<file path="src/rtl/sum_uart_pkg.sv">
// Shared types and constants for the nibble-sum UART transmitter.
// Frame layout is one start bit, DATA_BITS data bits LSB first, one stop bit.
package sum_uart_pkg;

  typedef enum logic [1:0] {
    IDLE  = 2'd0,
    START = 2'd1,
    DATA  = 2'd2,
    STOP  = 2'd3
  } tx_state_e;

  localparam int FRAME_BITS = 10;
  localparam int DATA_BITS  = 8;
  localparam int SUM_W      = 5;

  // Zero-extend the sum into the transmitted byte.
  function automatic logic [DATA_BITS-1:0] sum_byte(input logic [SUM_W-1:0] s);
    return {{(DATA_BITS-SUM_W){1'b0}}, s};
  endfunction

endpackage

</file>
<file path="src/rtl/uart_tx_core.sv">
// 8N1 UART transmitter core: baud counter, bit counter, shift register and FSM.
// tx, busy and state are all flops, so nothing combinational reaches the pin.
module uart_tx_core
  import sum_uart_pkg::*;
#(
  parameter int CLKS_PER_BIT = 87
) (
  input  logic                 clk,
  input  logic                 reset_n,
  input  logic                 start,
  input  logic [DATA_BITS-1:0] data,
  output logic                 tx,
  output logic                 busy,
  output logic [1:0]           state_dbg
);

  localparam logic [15:0] BAUD_MAX = 16'(CLKS_PER_BIT - 1);
  localparam logic [2:0]  LAST_BIT = 3'(DATA_BITS - 1);

  // Handshake: start is a one-cycle strobe sampled only in IDLE; data is
  // captured on that same edge. A strobe in any other state is discarded.
  tx_state_e            state_q, state_n;
  logic [15:0]          baud_q, baud_n;
  logic [2:0]           bit_q, bit_n;
  logic [DATA_BITS-1:0] shift_q, shift_n;
  logic                 tx_q, tx_n;
  logic                 busy_q, busy_n;

  always_ff @(posedge clk or negedge reset_n) begin
    if (!reset_n) begin
      state_q <= IDLE;
      baud_q  <= '0;
      bit_q   <= '0;
      shift_q <= '0;
      tx_q    <= 1'b1;
      busy_q  <= 1'b0;
    end else begin
      state_q <= state_n;
      baud_q  <= baud_n;
      bit_q   <= bit_n;
      shift_q <= shift_n;
      tx_q    <= tx_n;
      busy_q  <= busy_n;
    end
  end

  always_comb begin
    state_n = state_q;
    baud_n  = baud_q + 16'd1;
    bit_n   = bit_q;
    shift_n = shift_q;
    tx_n    = tx_q;
    busy_n  = busy_q;
    unique case (state_q)
      IDLE: begin
        baud_n = '0;
        tx_n   = 1'b1;
        busy_n = 1'b0;
        if (start) begin
          state_n = START;
          shift_n = data;
          tx_n    = 1'b0;
          busy_n  = 1'b1;
        end
      end
      START: begin
        if (baud_q == BAUD_MAX) begin
          state_n = DATA;
          baud_n  = '0;
          bit_n   = '0;
          tx_n    = shift_q[0];
        end
      end
      DATA: begin
        if (baud_q == BAUD_MAX) begin
          baud_n = '0;
          if (bit_q == LAST_BIT) begin
            state_n = STOP;
            tx_n    = 1'b1;
          end else begin
            // Next bit is presented on the same edge the register shifts.
            shift_n = shift_q >> 1;
            bit_n   = bit_q + 3'd1;
            tx_n    = shift_q[1];
          end
        end
      end
      STOP: begin
        if (baud_q == BAUD_MAX) begin
          state_n = IDLE;
          baud_n  = '0;
          tx_n    = 1'b1;
          busy_n  = 1'b0;
        end
      end
      default: begin
        state_n = IDLE;
        baud_n  = '0;
        tx_n    = 1'b1;
        busy_n  = 1'b0;
      end
    endcase
  end

  assign tx        = tx_q;
  assign busy      = busy_q;
  assign state_dbg = state_q;

endmodule

</file>
<file path="src/rtl/sum_uart_tx.sv">
// Adds the two latched nibbles and sends the sum as one UART byte on a
// falling edge of the (asynchronous) send_n pin.
module sum_uart_tx
  import sum_uart_pkg::*;
#(
  parameter int CLKS_PER_BIT = 87
) (
  input  logic             clk,
  input  logic             reset_n,
  input  logic [3:0]       a,
  input  logic [3:0]       b,
  input  logic             send_n,
  output logic             tx,
  output logic             busy,
  output logic [SUM_W-1:0] sum_out
);

  // Flops reset high so releasing reset never looks like a falling edge.
  logic sync1_q, sync2_q, sync3_q;
  logic req, accept;
  logic [SUM_W-1:0] sum;
  logic [SUM_W-1:0] sum_q;
  logic [1:0] core_state;

  always_ff @(posedge clk or negedge reset_n) begin
    if (!reset_n) begin
      sync1_q <= 1'b1;
      sync2_q <= 1'b1;
      sync3_q <= 1'b1;
    end else begin
      sync1_q <= send_n;
      sync2_q <= sync1_q;
      sync3_q <= sync2_q;
    end
  end

  assign req    = sync3_q & ~sync2_q;
  assign accept = req && (core_state == IDLE);
  assign sum    = {1'b0, a} + {1'b0, b};

  always_ff @(posedge clk or negedge reset_n) begin
    if (!reset_n) begin
      sum_q <= '0;
    end else if (accept) begin
      sum_q <= sum;
    end
  end

  uart_tx_core #(
    .CLKS_PER_BIT(CLKS_PER_BIT)
  ) u_core (
    .clk      (clk),
    .reset_n  (reset_n),
    .start    (accept),
    .data     (sum_byte(sum)),
    .tx       (tx),
    .busy     (busy),
    .state_dbg(core_state)
  );

  assign sum_out = sum_q;

endmodule

</file>
<file path="config.mk">
export PLATFORM = sky130hd
export DESIGN_NAME = sum_uart_tx
export DESIGN_NICKNAME = d
export VERILOG_FILES = /design/src/rtl/sum_uart_pkg.sv /design/src/rtl/uart_tx_core.sv /design/src/rtl/sum_uart_tx.sv
export SDC_FILE = /design/constraint.sdc
export NUM_CORES = 1
export LEC_CHECK = 0
export BUFFER_PORTS_ARGS = -buffer_cell sky130_fd_sc_hd__buf_2
export CAP_MARGIN = 15
export CORE_MARGIN = 5
export CORE_UTILIZATION = 59
export DETAILED_ROUTE_END_ITERATION = 8
export GPL_TIMING_DRIVEN = 0
export PLACE_DENSITY = 0.8
export SYNTH_ARGS = -nofsm -noshare
export SYNTH_HDL_FRONTEND = slang
export SYNTH_HIERARCHICAL = 1
export SYNTH_SLANG_ARGS = --single-unit
</file>
<file path="constraint.sdc">
create_clock -name clk -period 2.36 [get_ports clk]
set_input_delay 0.236 -clock clk [delete_from_list [all_inputs] [get_ports clk]]
set_output_delay 0.236 -clock clk [all_outputs]
set_load 0.03 [all_outputs]
</file>
# Yosys cells after proc, flatten, opt, wreduce, memory -nomap -nowiden
# Index checks and enable logic that the tools add are counted.
# W data, S select, Z words.
# op_classes
addsub	3
n_eq_ne	11
muxes	25
n_bitwise	2
reduce_logical	11
# op_table
op	count
$pmux W16 S2	1
$mux W8	3
$add A16 B1 Y16 const B	1
$eq A16 B7 Y1 const B	1
$mux W16	1
$pmux W8 S2	1
$mux W2	5
$mux W3	3
$ne A2 B1 Y1 const B	4
$pmux W2 S4	1
$reduce_and A4 Y1	2
$mux W1	7
$pmux W3 S2	1
$reduce_bool A2 Y1	3
$add A4 B4 Y5	1
$reduce_and A5 Y1	1
$eq A2 B2 Y1 const B	2
$ne A2 B2 Y1 const B	2
$pmux W1 S4	1
$add A3 B1 Y3 const B	1
$eq A3 B3 Y1 const B	1
$reduce_and A3 Y1	1
$reduce_or A3 Y1	1
$eq A2 B1 Y1 const B	1
other kinds (6)	6
# totals
ff_bits	39
out_inout_bits	7

# Longest topological paths before layout
# Gate-level depths: netlist (run 1).
# logic_depth
depth_word	5
ltp_mapped	8
depth_no_buf	8

# Cells and area by module
# Netlist (run 1), hierarchy kept.
# modules_own_cells
module	n_inst	cells_per_inst	area_each_um2	seq_area_each_um2
uart_tx_core	1	182	1790.5	777.0
sum_uart_tx	1	43	436.7	203.9

# Least setup slack after synthesis (run 1)
# OpenSTA, ideal clock, no wires.
# synth_timing
path_kind	register to register
startpoint	register sync3_q
endpoint	register u_core.shift_q[0]
setup_ns	0.126
arrival_ns	1.782
path_slack_ns	0.453
stages_incl_launch_ff	8
period_less_slack_ns	1.907
cell_sequence	dfstp_2 > or4b_1 > buf_6 > clkinv_4 > nand2b_1 > o211ai_1 > a2bb2oi_1 > nand3_1
# synth_between
elab_chain_len	4
# synth_lines
element	line_no	text
from (decl)	sum_uart_tx.sv:19	logic sync1_q, sync2_q, sync3_q;
from (signal assigned)	sum_uart_tx.sv:33	sync3_q <= sync2_q;
$and A1 B1 Y1	sum_uart_tx.sv:37	assign req = sync3_q & ~sync2_q;
$logic_and A1 B1 Y1	sum_uart_tx.sv:38	assign accept = req && (core_state == IDLE);
via accept	sum_uart_tx.sv:20	logic req, accept;
$ne A2 B2 Y1 (no line)	--	
$reduce_and A4 Y1 (no line)	--	
to (signal assigned)	uart_tx_core.sv:41	shift_q <= shift_n;
to (decl)	uart_tx_core.sv:25	logic [DATA_BITS-1:0] shift_q, shift_n;
# The timed path passes the listed nets, and every way through them passes these cells.
# A chain may end at the register's enable or synchronous reset.

# Worst setup path in the final report (run 1)
# layout_timing
startpoint	register u_core.baud_q[0]
endpoint	register u_core.bit_q[0]
# layout_between
elab_chain_len	3
elab_cells_between_ends	4
classes_between	eq/ne (3); reduce/logical (1)
# layout_lines
element	line_no	text
from (decl)	uart_tx_core.sv:23	logic [15:0] baud_q, baud_n;
from (signal assigned)	uart_tx_core.sv:39	baud_q <= baud_n;
$eq A16 B7 Y1 (*)	uart_tx_core.sv:67, uart_tx_core.sv:75	
$ne A2 B1 Y1 (no line)	--	
$reduce_and A4 Y1 (no line) (*)	--	
to (signal assigned)	uart_tx_core.sv:40	bit_q <= bit_n;
to (decl)	uart_tx_core.sv:24	logic [2:0] bit_q, bit_n;
# Every way passes the cells marked *; elsewhere a longest branch is shown, timed or not.

==> impl_metrics.ini, run 1 <==
[run_status]
run_status = finished clean

[drt]
route.vias.total = 1744
detailedRoute.firstPassIterationCount = 4
drt_iter0_drc = 86
antenna_violating_nets_post_route = 0
drc_errors = 0
via_per_inst = 5.79
wire_per_inst_um = 14.8
detail_route.wirelength_mm = 4.46

[clock_network]
clk_latency_ns = 0.29
worst_setup_hold_path_clk_slew_ns = 0.07
cts_sinks = 39
ctsRootBufferMaster = sky130_fd_sc_hd__clkbuf_8
postCtsHoldBufs = 0
h_tree_levels = 2
cts_inserted_buffers = 5
clk_path_buf_depth = 2
cts_tree = done

[timing]
timing.max_slew.rel_slack = 0.435
fin_ws_ns = 0.250
finalCriticalPeriod_ns = 2.11
timing.final.crit_share = 0.894
rsz0062_at_grt = false
fin_tns_setup_ns = 0
drv_slew = 0
setup-violations-final = 0
finalHoldViolations = 0
maxClockFrequency_mhz = 474
worst_pin_slew_ns = 0.847
fin_worst_skew_ns = 0.0104

[global_route]
grt_antenna_before_repair = 0
grt_pass1_wl_mm = 7.76
grt_max_degree = 40
grt_overflow = 0
track_usage = 0.191
vias_in_the_first_global_route = 1698

[synthesis]
ys_flop_type = sky130_fd_sc_hd__dfrtp_1
synth.largest_area_cell = sky130_fd_sc_hd__dfrtp_1
post_synth_edffs = 0
syn-instance-count = 225
synthTopCellsByArea = sky130_fd_sc_hd__dfrtp_1, sky130_fd_sc_hd__ha_1, sky130_fd_sc_hd__nand2_1
synth.distinct_cells = 54
post-synth-top-area-fraction = 0.393
yosys_warnings = 6
syn_area_per_cell_sq_um = 9.90
postSynthRegisterBits = 39
synth_sequential_area_ratio = 0.440
async_reset_ff_frac = 1.00
syn_area_sq_mm = 0.00223

[power_and_ir_drop]
share_of_power_burned_in_registers = 0.396
irDropWorstVdd_mv = 0.587
total_switching_power_mw = 1.03
switching_share_of_total_power = 0.414
power-per-cell-area_mw_per_mm2 = 1010
p_leak_nw = 1.21
power.share.clock = 0.174
power.internal_mw = 1.46
p_comb_frac = 0.430

[placed_design]
detailedPlace.worstSlack_ns = 0.190
place.port_buffers = 17
place.detailed.hpwl_mm = 3.23
routabilityCongestion = 0.841

[final_layout]
layout.filler_cells = 292
commonest_cells_after_routing_fill_and_taps_aside = sky130_fd_sc_hd__dfrtp_1, sky130_fd_sc_hd__nand2_1, sky130_fd_sc_hd__nor2_1
fraction_of_layout_cells_with_a_size_suffix_above_1 = 0.174
final_common_cell = sky130_fd_sc_hd__dfrtp_1
antennaDiodeCount = 0
final-seq-area_sq_um = 981
final_nets = 277
multi_input_area_sq_mm = 0.00113
post_layout_utilization_of_the_core = 0.675
syn2layout_area_growth_pct = 11.0

[setup_path]
critical_path.startpoint_type = flop
criticalPathCategory = flop to flop
setup.worst_path.end_class = flop
worst_ep_arrival_time_ns = 2.27
worst-path-max-fanout = 6
cp.required_ns = 2.52

[floorplanning]
top_level_ports = 18
dieWidth_um = 71.4
die-height_um = 71.4
fp.dieArea_sq_mm = 0.00510
floorplan.initialDensity = 0.608
floorplan.core_area_sq_mm = 0.00366
fp-row-count = 22

[job]
drv.max_cap_violation_count = 0

[hold_path]
min_path_type = input port to flop
metrics by stage:
step	power (mW)	std cells	cell area, sq um	hold slack, ns
floorplan	1.76	227	2230	-0.0596
detailed placement	2.04	292	2380	0.342
global route	2.68	301	2470	0.0177
global placement	2.00	292	2380	0.341
finish	2.49	301	2470	0.0407
CTS	2.49	300	2460	0.0293
power by group through the flow:
| stage | Sequential (mW) | Clock, mW | Combinational, mW |
|---|---|---|---|
| 2_1_floorplan | 1.09 | 0 | 0.676 |
| 3_3_place_gp | 0.989 | 0 | 1.01 |
| 3_5_place_dp | 0.996 | 0 | 1.04 |
| 4_1_cts | 0.984 | 0.450 | 1.05 |
| 5_1_grt | 1.02 | 0.487 | 1.18 |
| 6_report | 0.986 | 0.432 | 1.07 |
registers in the layout, indices dropped and copies added, names as in the netlist:
register,count
u_core/baud_q,16
u_core/shift_q,8
sum_out,5
u_core/bit_q,3
u_core/state_dbg,2
sync1_q,1
sync2_q,1
sync3_q,1
u_core/busy,1
u_core/tx,1
layout make-up:
type                       count  area share
multi-input combinational    169       0.457
tap                           48      0.0243
sequential                    39       0.397
timing repair buffer          18      0.0374
clock inverter                 2     0.00506
buffer                         9      0.0324
clock buffer                   6      0.0294
inverter                      10      0.0172
final timing paths:
kind	start	end	slack, ns	cells past startpoint
min	send_n	sync1_q	0.04	1
max reg2reg	u_core/baud_q[0]	u_core/bit_q[0]	0.25	6
min in group asynchronous	reset_n	sum_out[2]	0.05	1
max	u_core/baud_q[0]	u_core/bit_q[0]	0.25	6
max in group asynchronous	reset_n	u_core/bit_q[1]	1.77	1
min reg2reg	sync1_q	sync2_q	0.36	0
kinds of logic (layout without fill, tap and decap cells):
group	after synthesis	after routing	synth area share
multiplexers	2	2	0.00955
other	1	3	0.00168
buffers and inverters	19	45	0.0551
AO/OA/AOI/OAI	32	32	0.105
flip-flops	39	39	0.440
adder cells (fa/ha/maj)	14	14	0.0820
AND/OR/NAND/NOR	105	105	0.256
XOR/XNOR	13	13	0.0511
metal layers:
metal | vias up | track usage | wire length (um)
li1 | 854 | - | -
met1 | 832 | 0.256 | 2070
met2 | 50 | 0.293 | 2070
met3 | 8 | 0.0575 | 266
met4 | 0 | 0.0668 | 60
met5 | - | 0 | 0
cell usage after synthesis, types with 2 or more instances:
master	instances
sky130_fd_sc_hd__nor2_1	18
sky130_fd_sc_hd__or4_1	2
sky130_fd_sc_hd__dfstp_2	4
sky130_fd_sc_hd__xnor2_1	2
sky130_fd_sc_hd__or3_1	2
sky130_fd_sc_hd__inv_1	9
sky130_fd_sc_hd__and3_1	5
sky130_fd_sc_hd__o21ai_0	6
sky130_fd_sc_hd__ha_1	13
sky130_fd_sc_hd__nand2_1	31
sky130_fd_sc_hd__nand3_1	11
sky130_fd_sc_hd__dfrtp_1	35
sky130_fd_sc_hd__nor3_1	2
sky130_fd_sc_hd__and2_1	2
sky130_fd_sc_hd__a2bb2oi_1	6
sky130_fd_sc_hd__a221o_1	3
sky130_fd_sc_hd__xor2_1	11
sky130_fd_sc_hd__clkbuf_1	2
sky130_fd_sc_hd__nand3b_1	2
sky130_fd_sc_hd__nand2b_1	2
sky130_fd_sc_hd__and4_1	3
sky130_fd_sc_hd__a21oi_1	6
sky130_fd_sc_hd__and4b_1	2
sky130_fd_sc_hd__buf_6	3
sky130_fd_sc_hd__nand4_1	14
critical path: stages (launching register included):
cell,delay (ns)
sky130_fd_sc_hd__dfrtp_1,0.41
sky130_fd_sc_hd__inv_1,0.07
sky130_fd_sc_hd__ha_1,0.16
sky130_fd_sc_hd__or3b_2,0.48
sky130_fd_sc_hd__nor4_4,0.35
sky130_fd_sc_hd__o21ai_2,0.14
sky130_fd_sc_hd__a221o_1,0.38
timing repair:
| item | CTS | global route |
|---|---|---|
| setup endpoints to repair | 0 | 2 |
| buffers inserted | 0 | 1 |
| gates resized for setup | 0 | 0 |
| endpoints found under the hold margin | 0 | 0 |
(Power assumes the default switching activity.)
==> run 2: changes to the inputs <==
--- a/config.mk
+++ b/config.mk
@@ -9,9 +9,11 @@
 export CAP_MARGIN = 15
 export CORE_MARGIN = 5
 export CORE_UTILIZATION = 59
+export CTS_CLUSTER_DIAMETER = 30
 export DETAILED_ROUTE_END_ITERATION = 8
 export GPL_TIMING_DRIVEN = 0
 export PLACE_DENSITY = 0.8
+export RECOVER_POWER = 100
 export SYNTH_ARGS = -nofsm -noshare
 export SYNTH_HDL_FRONTEND = slang
 export SYNTH_HIERARCHICAL = 1
==> impl_metrics.ini, run 2 (synthesis gave the netlist of run 1 again) <==
[run_status]
run_status = complete, but fails checks
failed_checks = capacitance limit, slew limit

[final_layout]
fraction_of_layout_cells_with_a_size_suffix_above_1 = 0.138
antennaDiodeCount = 0
commonest_cells_after_routing_fill_and_taps_aside = sky130_fd_sc_hd__dfrtp_1, sky130_fd_sc_hd__nand2_1, sky130_fd_sc_hd__nor2_1
syn2layout_area_growth_pct = 10.2
flip_flop_count_of_the_largest_register_after_layout = 16
max_flop_register = u_core/baud_q
final_common_cell = sky130_fd_sc_hd__dfrtp_1
finish.instance_area_sq_mm = 0.00245
final_nets = 277
post_layout_utilization_of_the_core = 0.671
instances_no_fill = 301

[setup_path]
crit_path_start = u_core/baud_q[0]
critical_path.startpoint_type = flop
timing.reg2reg.worst_path_depth = 6
worst_ep_arrival_time_ns = 2.25
reg2reg_slack_ns = 0.27
criticalPathCategory = flop to flop
worst-path-max-fanout = 6
cp.required_ns = 2.52
setup.worst_path.end_class = flop
r2r-end = u_core/bit_q[0]
r2r_start = u_core/baud_q[0]

[global_route]
vias_in_the_first_global_route = 1698
grt_max_degree = 40
track_usage = 0.191
use_met3 = 0.0575
grt_pass1_wl_mm = 7.76
grt_overflow = 0
grt_antenna_before_repair = 0
global_routing_usage_on_met2 = 0.293
busiest_layer = met2
grtUsageMet1 = 0.256

[drt]
wire_per_inst_um = 14.8
drc_errors = 0
detailedRoute.firstPassIterationCount = 4
antenna_violating_nets_post_route = 0
detail_route.wirelength_mm = 4.46
route.vias.total = 1724
via_per_inst = 5.73
drt_iter0_drc = 140

[timing]
worst_pin_slew_ns = 2.02
finalHoldViolations = 0
maxClockFrequency_mhz = 479
rsz0062_at_grt = false
setup-violations-final = 0
timing.max_slew.rel_slack = -0.347
fin_worst_hold_slack_ns = 0.0408
fin_tns_setup_ns = 0
fin_ws_ns = 0.272
fin_worst_skew_ns = 0.0101
timing.final.crit_share = 0.885
finalCriticalPeriod_ns = 2.09
drv_slew = 40

[floorplanning]
top_level_ports = 18
floorplan.core_area_sq_mm = 0.00366
die-height_um = 71.4
fp-row-count = 22
floorplan.initialDensity = 0.608
dieWidth_um = 71.4
fp.dieArea_sq_mm = 0.00510

[placed_design]
placed_cells_incl_taps = 292
standard_cell_area_after_detailed_placement_sq_mm = 0.00238
routabilityCongestion = 0.841
place.port_buffers = 17
detailedPlace.worstSlack_ns = 0.190
place.detailed.hpwl_mm = 3.23

[hold_path]
hold_depth = 1
timing.hold.worst.start = send_n
min_path_type = input port to flop
hold-path-endpoint = sync1_q

[job]
drv.max_cap_violation_count = 1

[clock_network]
cts.repair.resized = 0
ctsRootBufferMaster = sky130_fd_sc_hd__clkbuf_8
clk_path_buf_depth = 2
clk_latency_ns = 0.29
h_tree_levels = 2
cts_sinks = 39
cts_tree = done
cts_inserted_buffers = 5
worst_setup_hold_path_clk_slew_ns = 0.07

[power_and_ir_drop]
irDropWorstVdd_mv = 0.582
power-per-cell-area_mw_per_mm2 = 1000
power_mw = 2.46
p_leak_nw = 1.19
[run 2: cell count changes in the layout (fill, tap and decap cells not counted)]
cell / change
sky130_fd_sc_hd__buf_4: -1
sky130_fd_sc_hd__buf_2: -8
sky130_fd_sc_hd__clkbuf_2: +1
sky130_fd_sc_hd__clkbuf_1: +8
sky130_fd_sc_hd__o211ai_2: -1
sky130_fd_sc_hd__o211ai_1: +1
[run 2: worst max path at each step]
stage	endpoint	slack, ns	cells after the start
6_report	u_core/bit_q[0]	0.27	6
5_1_grt	u_core/shift_q[1]	0.10	8
4_1_cts	u_core/shift_q[5]	0.18	7
3_5_place_dp	u_core/shift_q[5]	0.19	7
3_3_place_gp	u_core/shift_q[0]	0.22	7
2_1_floorplan	u_core/shift_q[0]	0.45	7
[run 2: layout make-up]
class | count | area [sq um]
plain buffers | 9 | 80.1
clock buffers | 6 | 72.6
clock inverters | 2 | 12.5
fillers | 301 | 1210
inverters | 10 | 42.5
multi-input cells | 169 | 1130
flip-flops and latches | 39 | 981
well taps | 48 | 60.1
repair buffers | 18 | 80.1
[run 2: metal layers]
layer  share of wire  vias to the layer above
met5               0                        -
met4           0.012                        0
met3           0.054                        6
met2            0.46                       45
met1            0.47                      819
li1                -                      854
[run 2: power by group]
part | switching, mW | internal, mW | leakage [nW]
Combinational | 0.662 | 0.375 | 0.638
Sequential | 0.142 | 0.847 | 0.507
Clock | 0.226 | 0.206 | 0.0412
[run 2: timing repair]
action / in CTS / in global routing
hold buffers: 0 / 0
setup endpoints to repair: 0 / 2
setup buffers: 0 / 1
[run 2: critical path, cell delays in order (launching register included)]
cell and delay (ns):
sky130_fd_sc_hd__dfrtp_1 0.41, sky130_fd_sc_hd__inv_1 0.07, sky130_fd_sc_hd__ha_1 0.15, sky130_fd_sc_hd__or3b_2 0.48, sky130_fd_sc_hd__nor4_4 0.34, sky130_fd_sc_hd__o21ai_2 0.14, sky130_fd_sc_hd__a221o_1 0.38
